File: src/rtl/demux_sched_pkg.sv
// rtl/demux_sched_pkg.sv - shared lane constants and controller state for the demux scheduler
package demux_sched_pkg;

  localparam int NUM_LANES = 4;
  localparam int SEL_W     = 2;

  typedef enum logic {
    EMPTY = 1'b0,
    FULL  = 1'b1
  } state_t;

endpackage

File: src/rtl/demux_scheduler_rr_next_lane.sv
// rtl/demux_scheduler_rr_next_lane.sv - first enabled lane at or after a start index, cyclic
module rr_next_lane
  import demux_sched_pkg::*;
(
  input  logic [SEL_W-1:0]     start,
  input  logic [NUM_LANES-1:0] mask,
  output logic [SEL_W-1:0]     lane,
  output logic                 found
);

  // Scan from the farthest offset down so the nearest enabled lane wins.
  always_comb begin
    lane  = start;
    found = 1'b0;
    for (int i = NUM_LANES - 1; i >= 0; i--) begin
      if (mask[start + SEL_W'(i)]) begin
        lane  = start + SEL_W'(i);
        found = 1'b1;
      end
    end
  end

endmodule

File: src/rtl/demux_scheduler.sv
// rtl/demux_scheduler.sv - one-word holding stage that deals bursts of words round-robin to four lanes
module demux_scheduler
  import demux_sched_pkg::*;
#(
  parameter int WIDTH = 8,
  parameter int BURST = 4
) (
  input  logic                 clk,
  input  logic                 rst,
  input  logic [WIDTH-1:0]     din,
  input  logic                 in_valid,
  output logic                 in_ready,
  input  logic [NUM_LANES-1:0] lane_en,
  output logic [WIDTH-1:0]     dout,
  output logic [SEL_W-1:0]     sel,
  output logic [NUM_LANES-1:0] out_valid,
  input  logic [NUM_LANES-1:0] out_ready,
  output logic                 busy
);

  localparam logic [3:0] LAST = 4'(BURST - 1);

  state_t           state;
  state_t           state_nxt;
  logic [WIDTH-1:0] hold_data;
  logic [SEL_W-1:0] sel_q;
  logic [SEL_W-1:0] cur;
  logic [3:0]       cnt;

  logic             hold_valid;
  logic             transfer;
  logic             accept;
  logic [SEL_W-1:0] tgt;
  logic             tgt_found;
  logic [SEL_W-1:0] adv;
  logic             adv_found;
  logic [3:0]       base_cnt;
  logic             last_word;

  assign hold_valid = (state == FULL);
  assign transfer   = hold_valid & out_ready[sel_q];
  assign in_ready   = ~rst & tgt_found & (~hold_valid | transfer);
  assign accept     = in_valid & in_ready;

  rr_next_lane u_target (
    .start (cur),
    .mask  (lane_en),
    .lane  (tgt),
    .found (tgt_found)
  );

  rr_next_lane u_advance (
    .start (tgt + SEL_W'(1)),
    .mask  (lane_en),
    .lane  (adv),
    .found (adv_found)
  );

  // Skipping past a disabled pointer starts a fresh burst on the new lane.
  assign base_cnt  = (tgt == cur) ? cnt : 4'd0;
  assign last_word = (base_cnt == LAST);

  always_ff @(posedge clk or posedge rst) begin
    if (rst) begin
      state <= EMPTY;
    end else begin
      state <= state_nxt;
    end
  end

  always_comb begin
    state_nxt = state;
    case (state)
      EMPTY:   if (accept) state_nxt = FULL;
      FULL:    if (transfer && !accept) state_nxt = EMPTY;
      default: state_nxt = EMPTY;
    endcase
  end

  always_ff @(posedge clk or posedge rst) begin
    if (rst) begin
      hold_data <= '0;
      sel_q     <= '0;
      cur       <= '0;
      cnt       <= '0;
    end else if (accept) begin
      hold_data <= din;
      sel_q     <= tgt;
      if (last_word) begin
        cnt <= 4'd0;
        cur <= adv_found ? adv : tgt;
      end else begin
        cnt <= base_cnt + 4'd1;
        cur <= tgt;
      end
    end
  end

  assign dout      = hold_data;
  assign sel       = sel_q;
  assign busy      = hold_valid;
  assign out_valid = hold_valid ? (NUM_LANES'(1) << sel_q) : '0;

endmodule

File: config.mk
export PLATFORM = sky130hd
export DESIGN_NAME = demux_scheduler
export DESIGN_NICKNAME = d
export VERILOG_FILES = /design/src/rtl/demux_sched_pkg.sv /design/src/rtl/demux_scheduler_rr_next_lane.sv /design/src/rtl/demux_scheduler.sv
export SDC_FILE = /design/constraint.sdc
export NUM_CORES = 1
export LEC_CHECK = 0
export ABC_AREA = 1
export CAP_MARGIN = 25
export CORE_MARGIN = 2
export CORE_UTILIZATION = 50
export CTS_CLUSTER_DIAMETER = 50
export DETAILED_ROUTE_END_ITERATION = 16
export GPL_ROUTABILITY_DRIVEN = 0
export GPL_TIMING_DRIVEN = 0
export PLACE_DENSITY = 0.88
export SLEW_MARGIN = 5
export SYNTH_ARGS = -nofsm -noshare
export SYNTH_HDL_FRONTEND = slang
export SYNTH_HIERARCHICAL = 1
export SYNTH_SLANG_ARGS = --single-unit
File: constraint.sdc
create_clock -name clk -period 7.3 [get_ports clk]
set_input_delay 1.46 -clock clk [delete_from_list [all_inputs] [get_ports clk]]
set_output_delay 1.46 -clock clk [all_outputs]
set_load 0.1 [all_outputs]
==> impl_metrics.py <==
metrics = {
    "critical_path": {
        "r2r_start": "cur[0]",
        "r2r_cells": 21,
        "r2r_slack_ns": 4.32,
        "path_class": "input port to output pin",
        "startpoint_type": "input port",
        "path_max_fanout": 3,
        "critPathCaptureType": "output pin",
        "cp.required_ns": 5.84,
        "timing.rr.end": "cur[1]",
        "crit_arrival_ns": 4.04,
        "startpoint": "lane_en[1]",
    },
    "sta": {
        "hold_violations": 0,
        "max_slew_margin": 0.351,
        "fin_worst_skew_ns": 0.00461,
        "grt_setup_unrepaired": "false",
        "finalSetupViolations": 0,
        "whs_ns": 0.490,
        "maxSlewViolCount": 0,
        "max_freq_mhz": 182,
        "tns_ns": 0,
        "max_slew.worst_pin.slew_ns": 0.970,
        "layout_min_cycle_time_ns": 5.50,
        "fin_crit_sh": 0.754,
    },
    "floorplanning": {
        "ios": 35,
        "core_sq_um": 2710,
        "die_x_microns": 56.9,
        "rows": 19,
        "initial_utilization": 0.517,
        "dieArea_sq_um": 3240,
        "die_h_microns": 56.9,
    },
    "min_path": {
        "hold_path_end": "dout[6]",
        "min-delay-start": "dout[6]",
        "min_path_type": "flop to flop",
        "whs_path_depth": 2,
    },
    "clocking": {
        "hold_buffers": 0,
        "cts_sinks": 17,
        "cts-resized-gates": 0,
        "insertion_delay_ns": 0.30,
        "postCtsSetupBuffers": 0,
        "cts_buffer_depth": 2,
        "htree_levels": 1,
        "clkTransAtPathRegs_ns": 0.10,
        "cts_made_buffers": 3,
        "cts_tree": "yes",
        "root_buffer": "clkbuf_4",
    },
    "cells_and_area": {
        "drive_gt1_frac": 0.0892,
        "diodes": 0,
        "syn2layout_area_growth_pct": 29.2,
        "final_nets": 290,
    },
    "grt": {
        "antenna_found_initial": 0,
        "grt_usage": 0.208,
        "grt_pass1_vias": 1354,
        "grt_pass1_wl_microns": 5440,
        "gr-total-overflow": 0,
        "grt_max_degree": 18,
    },
    "drt": {
        "drc_errors": 0,
        "ant_nets": 0,
        "wl_per_cell_microns": 10.3,
        "drtPass1Iterations": 4,
        "drt_iter0_markers": 41,
        "vias": 1441,
        "drt-vias-per-instance": 4.80,
        "wl_microns": 3080,
    },
    "placement": {
        "portBuffers": 34,
        "hpwlAfterDp_microns": 2420,
    },
    "synth": {
        "synth_area_sq_um": 1400,
        "syn_area_per_cell_sq_um": 6.06,
        "synth_cells": 231,
        "ys_warn_count": 6,
        "synth_seq_area_share": 0.304,
        "syn_nets": 251,
        "synth_cell_type_count": 24,
        "synth_seq_cells": 17,
    },
    "run_status": {
        "status": "finished, final reports clean",
    },
    "run": {
        "cap_violations": 0,
    },
}
-- per-stage QoR --
stage,cells,utilization,worst slack (ns),cell area (sq um)
after floorplan,231,-,2.54,1400
after global placement,296,0.657,1.86,1780
after detailed placement,296,0.657,1.83,1780
after CTS,300,0.668,1.83,1810
after global routing,300,0.668,1.65,1810
final,300,0.668,1.80,1810
-- critical path, stage by stage --
cell and delay, ns:
clkdlybuf4s50_1 0.48, inv_1 0.07, o21ai_1 0.17, nand2_1 0.11, nand2_1 0.08, inv_2 0.04, nand3_1 0.06, inv_1 0.06
nor2_1 0.22, nand2_1 0.08, inv_1 0.08, clkdlybuf4s50_1 1.13
-- synth_stat cells, drive strengths merged --
library cell	instances	area, sq um
nand4	2	27.5
ha	1	12.5
dfrtp	17	425
nor3	4	20.0
nand3b	1	7.51
buf	5	52.6
xnor2	1	8.76
o21ai	9	45.0
nand2	121	462
o21bai	2	15.0
a21boi	2	15.0
nand3	17	108
o211ai	2	15.0
inv	38	148
nor2	8	30.0
xor2	1	8.76
-- layer usage --
layer	routed length, microns	up-vias	track usage
met5	0	-	0
met2	1500	38	0.353
met4	51	0	0.0698
li1	-	774	-
met3	102	6	0.0369
met1	1430	623	0.266
-- cells by family after synthesis --
family	after synthesis	synth area share
AND/OR/NAND/NOR	153	0.467
buffers and inverters	43	0.143
flip-flops	17	0.304
AO/OA/AOI/OAI	15	0.0643
XOR/XNOR	2	0.0125
adder cells (fa/ha/maj)	1	0.00894
-- cells in the final DEF, fill, tap and decap left out --
| cell type | n |
|---|---|
| nand2_1 | 118 |
| clkdlybuf4s50_1 | 34 |
| inv_1 | 30 |
| dfrtp_1 | 17 |
| nand3_1 | 14 |
| nor2_1 | 8 |
| o21ai_0 | 7 |
| inv_2 | 6 |
| buf_6 | 4 |
| nor3_1 | 4 |
| nand2_2 | 3 |
| clkbuf_4 | 3 |
| o211ai_1 | 2 |
| inv_4 | 2 |
| nand3_2 | 2 |
| o21ai_1 | 2 |
| o21bai_1 | 2 |
| a21boi_1 | 2 |
| xnor2_1 | 1 |
| nand4_4 | 1 |
| nand3_4 | 1 |
| buf_4 | 1 |
| nand4_1 | 1 |
| nand3b_1 | 1 |
| xor2_1 | 1 |
| ha_1 | 1 |
| clkinvlp_4 | 1 |
-- registers in the layout, indices dropped and copies added, names as in the netlist --
name / flops
cur: 2
sel: 2
cnt: 4
dout: 8
busy: 1
-- cell type report --
type	count	area [sq um]
Clock buffer	3	22.5
Inverter	38	148
Tap cell	31	38.8
Timing Repair Buffer	34	340
Buffer	5	52.6
Multi-Input combinational cell	171	774
Fill cell	235	901
Clock inverter	1	7.51
Sequential cell	17	425
-- worst max path at each step --
| stage | cells past startpoint | slack, ns | end |
|---|---|---|---|
| after detailed placement | 12 | 1.83 | in_ready |
| after global placement | 12 | 1.86 | in_ready |
| after CTS | 12 | 1.83 | in_ready |
| final | 12 | 1.80 | in_ready |
| after floorplan | 2 | 2.54 | out_valid[3] |
| after global routing | 12 | 1.65 | in_ready |
Power is left out: the tool's default activity adds up to more than one toggle a clock period on the data nets, which glitch-free logic cannot reach.
